[src/rtl/control_sequencer.sv]
// Hardwired fetch/execute control unit feeding the datapath.
// Moore decode of the sequencer state and the instruction register.
module control_sequencer (
    input  logic        Clock,
    input  logic        Clear,
    input  logic [31:0] IR,
    input  logic        Stop,
    output logic        PCout,
    output logic        Zhighout,
    output logic        Zlowout,
    output logic        MDRout,
    output logic        HIout,
    output logic        LOout,
    output logic        MARin,
    output logic        Zin,
    output logic        PCin,
    output logic        MDRin,
    output logic        IRin,
    output logic        Yin,
    output logic        HIin,
    output logic        LOin,
    output logic        IncPC,
    output logic        Read,
    output logic [4:0]  alu_op,
    output logic [15:0] reg_in,
    output logic [15:0] reg_out,
    output logic        Run
);

    typedef enum logic [3:0] {
        S_RESET,
        S_T0,
        S_T1,
        S_T2,
        S_T3,
        S_T4,
        S_T5,
        S_T6,
        S_HALT
    } state_t;

    typedef enum logic [2:0] {
        C_NOP,
        C_R3,
        C_MD,
        C_R2,
        C_HLT
    } op_class_t;

    state_t    state;
    state_t    next;
    op_class_t cls;

    logic [4:0]  opcode;
    logic [15:0] ra_hot;
    logic [15:0] rb_hot;
    logic [15:0] rc_hot;
    state_t      done_next;
    logic        unused_ir;

    assign opcode    = IR[31:27];
    assign ra_hot    = 16'd1 << IR[26:23];
    assign rb_hot    = 16'd1 << IR[22:19];
    assign rc_hot    = 16'd1 << IR[18:15];
    assign unused_ir = ^IR[14:0];

    // Where an instruction goes once its last state completes.
    assign done_next = Stop ? S_HALT : S_T0;

    // Classify the opcode; anything unrecognised behaves as a no-op.
    always_comb begin
        cls = C_NOP;
        case (opcode)
            5'd3, 5'd4, 5'd5,
            5'd6, 5'd7, 5'd8,
            5'd9, 5'd10, 5'd11: cls = C_R3;
            5'd15, 5'd16:       cls = C_MD;
            5'd17, 5'd18:       cls = C_R2;
            5'd27:              cls = C_HLT;
            default:            cls = C_NOP;
        endcase
    end

    // State register; Clear aborts anything in flight.
    always_ff @(posedge Clock or posedge Clear) begin
        if (Clear) begin
            state <= S_RESET;
        end else begin
            state <= next;
        end
    end

    // Next-state logic. IR is only valid from T3 onward, so the
    // instruction class is resolved there rather than in T2.
    always_comb begin
        next = state;
        case (state)
            S_RESET: next = S_T0;
            S_T0:    next = S_T1;
            S_T1:    next = S_T2;
            S_T2:    next = S_T3;
            S_T3: begin
                case (cls)
                    C_R3:    next = S_T4;
                    C_MD:    next = S_T4;
                    C_R2:    next = S_T5;
                    C_HLT:   next = S_HALT;
                    default: next = done_next;
                endcase
            end
            S_T4:    next = S_T5;
            S_T5: begin
                if (cls == C_MD) begin
                    next = S_T6;
                end else begin
                    next = done_next;
                end
            end
            S_T6:    next = done_next;
            S_HALT:  next = S_HALT;
            default: next = S_RESET;
        endcase
    end

    // Control strobe decode; every strobe defaults low.
    always_comb begin
        PCout    = 1'b0;
        Zhighout = 1'b0;
        Zlowout  = 1'b0;
        MDRout   = 1'b0;
        HIout    = 1'b0;
        LOout    = 1'b0;
        MARin    = 1'b0;
        Zin      = 1'b0;
        PCin     = 1'b0;
        MDRin    = 1'b0;
        IRin     = 1'b0;
        Yin      = 1'b0;
        HIin     = 1'b0;
        LOin     = 1'b0;
        IncPC    = 1'b0;
        Read     = 1'b0;
        alu_op   = 5'd0;
        reg_in   = 16'd0;
        reg_out  = 16'd0;
        Run      = 1'b0;
        case (state)
            S_T0: begin
                Run   = 1'b1;
                PCout = 1'b1;
                MARin = 1'b1;
                IncPC = 1'b1;
                Zin   = 1'b1;
            end
            S_T1: begin
                Run     = 1'b1;
                Zlowout = 1'b1;
                PCin    = 1'b1;
                Read    = 1'b1;
                MDRin   = 1'b1;
            end
            S_T2: begin
                Run    = 1'b1;
                MDRout = 1'b1;
                IRin   = 1'b1;
            end
            S_T3: begin
                Run = 1'b1;
                case (cls)
                    C_R3: begin
                        reg_out = rb_hot;
                        Yin     = 1'b1;
                    end
                    C_MD: begin
                        reg_out = ra_hot;
                        Yin     = 1'b1;
                    end
                    C_R2: begin
                        reg_out = rb_hot;
                        alu_op  = opcode;
                        Zin     = 1'b1;
                    end
                    default: begin
                    end
                endcase
            end
            S_T4: begin
                Run = 1'b1;
                case (cls)
                    C_R3: begin
                        reg_out = rc_hot;
                        alu_op  = opcode;
                        Zin     = 1'b1;
                    end
                    C_MD: begin
                        reg_out = rb_hot;
                        alu_op  = opcode;
                        Zin     = 1'b1;
                    end
                    default: begin
                    end
                endcase
            end
            S_T5: begin
                Run = 1'b1;
                case (cls)
                    C_R3, C_R2: begin
                        Zlowout = 1'b1;
                        reg_in  = ra_hot;
                    end
                    C_MD: begin
                        Zlowout = 1'b1;
                        LOin    = 1'b1;
                    end
                    default: begin
                    end
                endcase
            end
            S_T6: begin
                Run = 1'b1;
                if (cls == C_MD) begin
                    Zhighout = 1'b1;
                    HIin     = 1'b1;
                end
            end
            default: begin
            end
        endcase
    end

endmodule

[config.mk]
export PLATFORM = sky130hd
export DESIGN_NAME = control_sequencer
export DESIGN_NICKNAME = d
export VERILOG_FILES = /design/src/rtl/control_sequencer.sv
export SDC_FILE = /design/constraint.sdc
export NUM_CORES = 1
export LEC_CHECK = 0
export ABC_AREA = 0
export CAP_MARGIN = 10
export CORE_AREA = 3 3 71 73
export DETAILED_ROUTE_END_ITERATION = 7
export DIE_AREA = 0 0 74 76
export PLACE_DENSITY = 0.73
export RECOVER_POWER = 100
export SYNTH_ARGS = -nofsm -noshare
export SYNTH_HDL_FRONTEND = slang
export SYNTH_SLANG_ARGS = --single-unit
[constraint.sdc]
create_clock -name Clock -period 4.26 [get_ports Clock]
set_clock_uncertainty 0.1 [all_clocks]
set_input_delay 1.065 -clock Clock [delete_from_list [all_inputs] [get_ports Clock]]
set_output_delay 1.065 -clock Clock [all_outputs]
set_load 0.05 [all_outputs]
==> impl_metrics.toml, run 1 <==
[clock_tree]
cts_setup_buffers = 0
cts_tree = "yes"
clock_latency_ns = 0.22
cts.sinks = 4
htreeDepth = 1
clk_path_buf_depth = 2
cts_buffers = 3
clkTransAtPathRegs_ns = 0.03
root_buffer = "clkbuf_8"

[floorplanning]
core_mm2 = 0.00441
fp.dieArea_mm2 = 0.00562
rows = 24
die_h_um = 76
ios = 89
start_util = 0.348
die_w_um = 74

[run]
maxCapViolations = 0

[logic_synthesis]
syn_area_mm2 = 0.00154
yosys_warnings = 0
netlist_instances = 232
synth_area_per_cell_um2 = 6.63
synth-seq-cells = 4
synth_seq_area_share = 0.0651
yosys.cell_types.count = 44
synth_top_flop_cell = "dfrtp_1"
synth-async-reset-ratio = 1.00
synth-edff-count = 0

[place]
gp_congestion = 0.912
dpl.hpwl_um = 4300
post-place-ws_ns = -0.374
portBuffers = 71

[finish]
synthToLayoutAreaGrowth_pct = 69.2
regMostFlops = "state"
largest_reg_flops = 4
antenna_cells = 0
drive_gt1_frac = 0.333
final.fill_count = 407
final_nets = 348
reg_top3 = "state: 4 flops"

[drt]
wl_per_cell_um = 16.0
drt_iter0_drc = 379
vias = 2149
drt-pass1-iter-count = 5
ant_nets = 0
avgViaCountPerCell = 5.95
wirelength_um = 5790
route.detailed.drc = 0

[global_routing]
grt_pass1_wl_um = 8890
grt_pass1_vias = 1908
grt_max_degree = 21
grt-ovfl-total = 0
antenna_found_initial = 0
grtUsageTotal = 0.188

[pwr]
vdd_ir_drop_max_mv = 0.362
p_per_area_mw_per_mm2 = 332
power_leakage_uw = 0.00102
p_total_uw = 865

[critical_path]
cp-start-kind = "primary input"
required_ns = 3.09
critPathKind = "in2out"
crit_path_max_fanout = 4
cp.arrival_ns = 3.00
endpoint_kind = "output port"

[sta]
finalSetupViolations = 0
relSlewSlack = 0.597
max_freq_mhz = 240
layout_worst_path_cycle_share = 0.977
max_slew.worst_pin.slew_ns = 0.607
timing.final.crit_period_ns = 4.16
holdWs_ns = 0.550
fin_ws_ns = 0.0985
rsz0062_at_grt = "no"
hold_viol_final = 0
report.final.slew_viol_count = 0

[hold_path]
holdCritPathClass = "reg2reg"

[status]
status = "finished clean"
-- worst paths after layout --
kind,end,cells after the start,startpoint,slack [ns]
setup / recovery,reg_out[0],8,IR[28],0.1
hold / removal,state[1]$_DFF_PP0_,1,state[3]$_DFF_PP0_,0.55
setup reg to reg,state[3]$_DFF_PP0_,4,state[2]$_DFF_PP0_,2.52
hold reg to reg,state[1]$_DFF_PP0_,1,state[3]$_DFF_PP0_,0.55
max in group asynchronous,state[3]$_DFF_PP0_,2,Clear,2.83
min in group asynchronous,state[1]$_DFF_PP0_,2,Clear,1.07
-- synth_stat cells, types with 3 or more instances --
| cell | number | share of area |
|---|---|---|
| a21oi_1 | 7 | 0.023 |
| a22o_1 | 16 | 0.091 |
| and2_1 | 5 | 0.020 |
| buf_2 | 6 | 0.020 |
| buf_4 | 9 | 0.044 |
| buf_6 | 3 | 0.022 |
| clkbuf_1 | 8 | 0.020 |
| dfrtp_1 | 4 | 0.065 |
| nand2_1 | 21 | 0.051 |
| nand2b_1 | 16 | 0.065 |
| nand3_1 | 9 | 0.029 |
| nor2_1 | 24 | 0.059 |
| nor2b_1 | 9 | 0.037 |
| nor3_1 | 11 | 0.036 |
| nor3_2 | 4 | 0.026 |
| o211ai_1 | 4 | 0.020 |
| o21ai_0 | 5 | 0.016 |
| o22ai_1 | 32 | 0.13 |
| or2_2 | 4 | 0.016 |
| or4_4 | 3 | 0.022 |
-- metrics by stage --
| step | setup TNS, ns | cell area, um^2 | util | std cells |
|---|---|---|---|---|
| 2_1_floorplan | 0 | 1560 | - | 233 |
| 5_1_grt | 0 | 2600 | 0.590 | 361 |
| 3_5_place_dp | -8.67 | 2690 | 0.610 | 357 |
| 6_report | 0 | 2600 | 0.590 | 361 |
| 3_3_place_gp | -7.84 | 2690 | 0.610 | 357 |
| 4_1_cts | 0 | 2780 | 0.630 | 360 |
-- logic make-up after synthesis --
group	count (synthesis)	synth area share
AOI/OAI and AO/OA	75	0.355
xor gates and xnor gates	1	0.00570
adders and majority gates	2	0.0163
buffers and inverters	27	0.107
DFF	4	0.0651
other	1	0.00244
and+or+nand+nor	122	0.448
-- what timing repair did --
action	in CTS	in global routing
pin swaps	3	10
gates resized for setup	14	21
hold buffers	0	0
gates cloned	0	1
endpoints found under the setup margin	39	30
hold endpoints to repair	0	0
-- metal layers --
metal / wire [um] / vias up / GRT usage
met5: 0 / - / 0
met4: 29 / 0 / 0.0525
met3: 636 / 6 / 0.0145
met2: 2910 / 162 / 0.313
met1: 2220 / 970 / 0.256
li1: - / 1011 / -
-- critical path: stages --
cell      delay (ns)
clkbuf_2        0.12
ha_4            0.26
or2_4           0.26
o32a_4          0.31
or3_4           0.37
o22ai_2         0.15
a22o_1          0.17
buf_2           0.27
-- cells in the final DEF, fill, tap and decap left out, types with 3 or more instances in the layout --
| cell type | Yosys | final |
|---|---|---|
| buf_2 | 6 | 7 |
| o21ai_0 | 5 | 4 |
| nand2b_1 | 16 | 16 |
| clkbuf_2 | 0 | 10 |
| dfrtp_1 | 4 | 4 |
| buf_4 | 9 | 22 |
| clkdlybuf4s50_1 | 0 | 13 |
| o22ai_2 | 0 | 4 |
| nor2b_1 | 9 | 9 |
| clkbuf_8 | 0 | 3 |
| or2_2 | 4 | 4 |
| dlygate4sd3_1 | 0 | 10 |
| a22o_1 | 16 | 16 |
| nor3_1 | 11 | 8 |
| nor2_1 | 24 | 23 |
| nand3_1 | 9 | 9 |
| nand2_1 | 21 | 21 |
| clkbuf_4 | 0 | 9 |
| or4_4 | 3 | 4 |
| buf_12 | 0 | 22 |
| o22ai_1 | 32 | 28 |
| nor3_2 | 4 | 6 |
| a21oi_1 | 7 | 7 |
| and2_0 | 0 | 4 |
| dlygate4sd2_1 | 0 | 3 |
| o211ai_1 | 4 | 4 |
-- report_power, final --
group	internal [uW]	switching [uW]	total, uW
logic	236	434	669
registers	54.6	59.6	114
clock network	60.4	21.3	81.7
total	351	515	865
-- layout make-up --
class                   count  area, um^2  area share
multi-input cells         202        1360       0.522
repair buffers             99        1030       0.397
flip-flops and latches      4         100      0.0385
well taps                  52        65.1      0.0250
clock buffers               3        41.3      0.0159
inverters                   1        3.75     0.00144
(Power assumes the default switching activity.)
==> run 2: changes to the inputs <==
SETUP_SLACK_MARGIN = 0.05   (was not set)
==> run 2 against run 1 <==
Compared with the run above: global-route usage is 1.4 points higher; fmax hardly changed; worst setup slack hardly changed; via count is 1.0% higher; design area is 6.1% higher; sequential power hardly changed; sequential cell count stayed put; clock-buffer cell count stayed put; critical path type unchanged; critical endpoint is now reg_out[5].
==> impl_metrics.toml, run 2 (synthesized netlist as in run 1, its figures left out) <==
[place]
dpl-instance-area_mm2 = 0.00268
portBuffers = 71
post-place-cells = 356
dpl.hpwl_um = 4380
gp_congestion = 0.932

[drt]
avgViaCountPerCell = 5.95
drt_iter0_drc = 264
wirelength_um = 5900
wl_per_cell_um = 16.2
route.detailed.drc = 0
drt-pass1-iter-count = 5
vias = 2171
ant_nets = 0

[finish]
antenna_cells = 0
regMostFlops = "state"
final_nets = 352
synthToLayoutAreaGrowth_pct = 79.6
final_cell_area_mm2 = 0.00276
layoutNonFillerInstCount = 365
final.fill_count = 398
drive_gt1_frac = 0.358
reg_top3 = "state: 4 flops"
final_common_cell = "o22ai_1"
largest_reg_flops = 4
seq_area_um2 = 100
multi_input_area_mm2 = 0.00137
final_cell_mix = "o22ai_1 (29), buf_12 (27), buf_4 (26), nor2_1 (22), nand2_1 (20)"

[critical_path]
crit_buf_inv = 2
slowest_delay_ns = 0.37
endpoint_kind = "output port"
timing.rr.start = "state[2]$_DFF_PP0_"
worst_r2r_endpoint = "state[3]$_DFF_PP0_"
crit_path_max_fanout = 4
regToRegSetupSlack_ns = 2.59
cp-start-kind = "primary input"
cp.arrival_ns = 3.00
critPathTopFamily = "compound AO/OA/AOI/OAI gates"
cp_cell_sequence = "buf_8 > ha_4 > or2_4 > o32a_4 > or3_4 > o22ai_2 > a22o_1 > buf_12"
crit_path_top_delay_cell = "or3_4"
reg2regPathDepth = 4
required_ns = 3.09
critPathKind = "in2out"

[floorplanning]
fp.dieArea_mm2 = 0.00562
ios = 89
rows = 24
die_w_um = 74
start_util = 0.348
die_h_um = 76
core_mm2 = 0.00441

[clock_tree]
clk_path_buf_depth = 2
root_buffer = "clkbuf_8"
cts_buffers = 3
clock_latency_ns = 0.21
clkTransAtPathRegs_ns = 0.03
cts.sinks = 4
htreeDepth = 1
cts_tree = "yes"
cts_hold_buf = 0

[sta]
layout_worst_path_cycle_share = 0.977
max_slew.worst_pin.slew_ns = 0.531
max_freq_mhz = 240
rsz0062_at_grt = "yes"
hold_viol_final = 0
finalSetupViolations = 0
report.final.slew_viol_count = 0
relSlewSlack = 0.645
timing.final.crit_period_ns = 4.16

[hold_path]
hold_depth = 1
hp-start = "state[3]$_DFF_PP0_"
holdCritPathClass = "reg2reg"
whs_endpoint = "state[1]$_DFF_PP0_"

[global_routing]
grt_pass1_wl_um = 9490
grtUsageTotal = 0.203
grt_pass1_vias = 1994
antenna_found_initial = 0
grt-ovfl-total = 0
grt_max_degree = 21

[status]
status = "finished clean"

[pwr]
power_leakage_uw = 0.00106
p_per_area_mw_per_mm2 = 310
vdd_ir_drop_max_mv = 0.429

[run]
maxCapViolations = 0
run 2: worst max-delay path by stage:
stage / start / depth (start not counted) / to / slack, ns
2_1_floorplan: IR[27] / 5 / Zhighout / 0.1
3_5_place_dp: IR[28] / 9 / alu_op[0] / -0.34
6_report: IR[28] / 8 / reg_out[5] / 0.1
3_3_place_gp: IR[28] / 9 / alu_op[3] / -0.29
4_1_cts: IR[28] / 8 / reg_out[0] / 0.05
5_1_grt: IR[29] / 8 / alu_op[1] / 0.03
run 2: what timing repair did:
action,in CTS,in global routing
pin swaps,3,10
setup endpoints to repair,38,36
gates cloned,0,1
resized for setup,19,35
setup buffers,0,5
run 2: area by class of cell:
cell class,count,area share
multi-input cells,202,0.497
clock buffers,3,0.0150
well taps,52,0.0236
repair buffers,103,0.427
flip-flops and latches,4,0.0362
inverters,1,0.00136
run 2: worst register-to-register path, cell delays in order (launching register included):
cell      delay (ns)
dfrtp_1         0.61
nand2b_1        0.37
nor3_1          0.25
o21ai_0         0.11
o211ai_1        0.13
run 2: stage by stage:
stage	power, uW	hold WS (ns)	util	setup TNS [ns]	worst slack, ns
final	856	0.551	0.626	0	0.0986
after global routing	912	0.611	0.626	0	0.0302
after CTS	869	0.548	0.624	0	0.0521
after detailed placement	779	0.545	0.606	-8.33	-0.336
after global placement	770	0.544	0.606	-7.35	-0.294
after floorplan	586	0.466	-	0	0.0987
run 2: metal layers:
| metal | global-route usage | wire length [um] | part of all wire |
|---|---|---|---|
| met2 | 0.354 | 3010 | 0.51 |
| met5 | 0 | 0 | 0 |
| met3 | 0.0515 | 567 | 0.096 |
| met4 | 0.0326 | 105 | 0.018 |
| met1 | 0.249 | 2220 | 0.38 |
run 2: where the power goes:
part	total, uW	switching [uW]	internal (uW)
Combinational	667	427	240
Sequential	111	56.5	54.8
Clock	78.0	17.9	60.1
Total	856	502	355
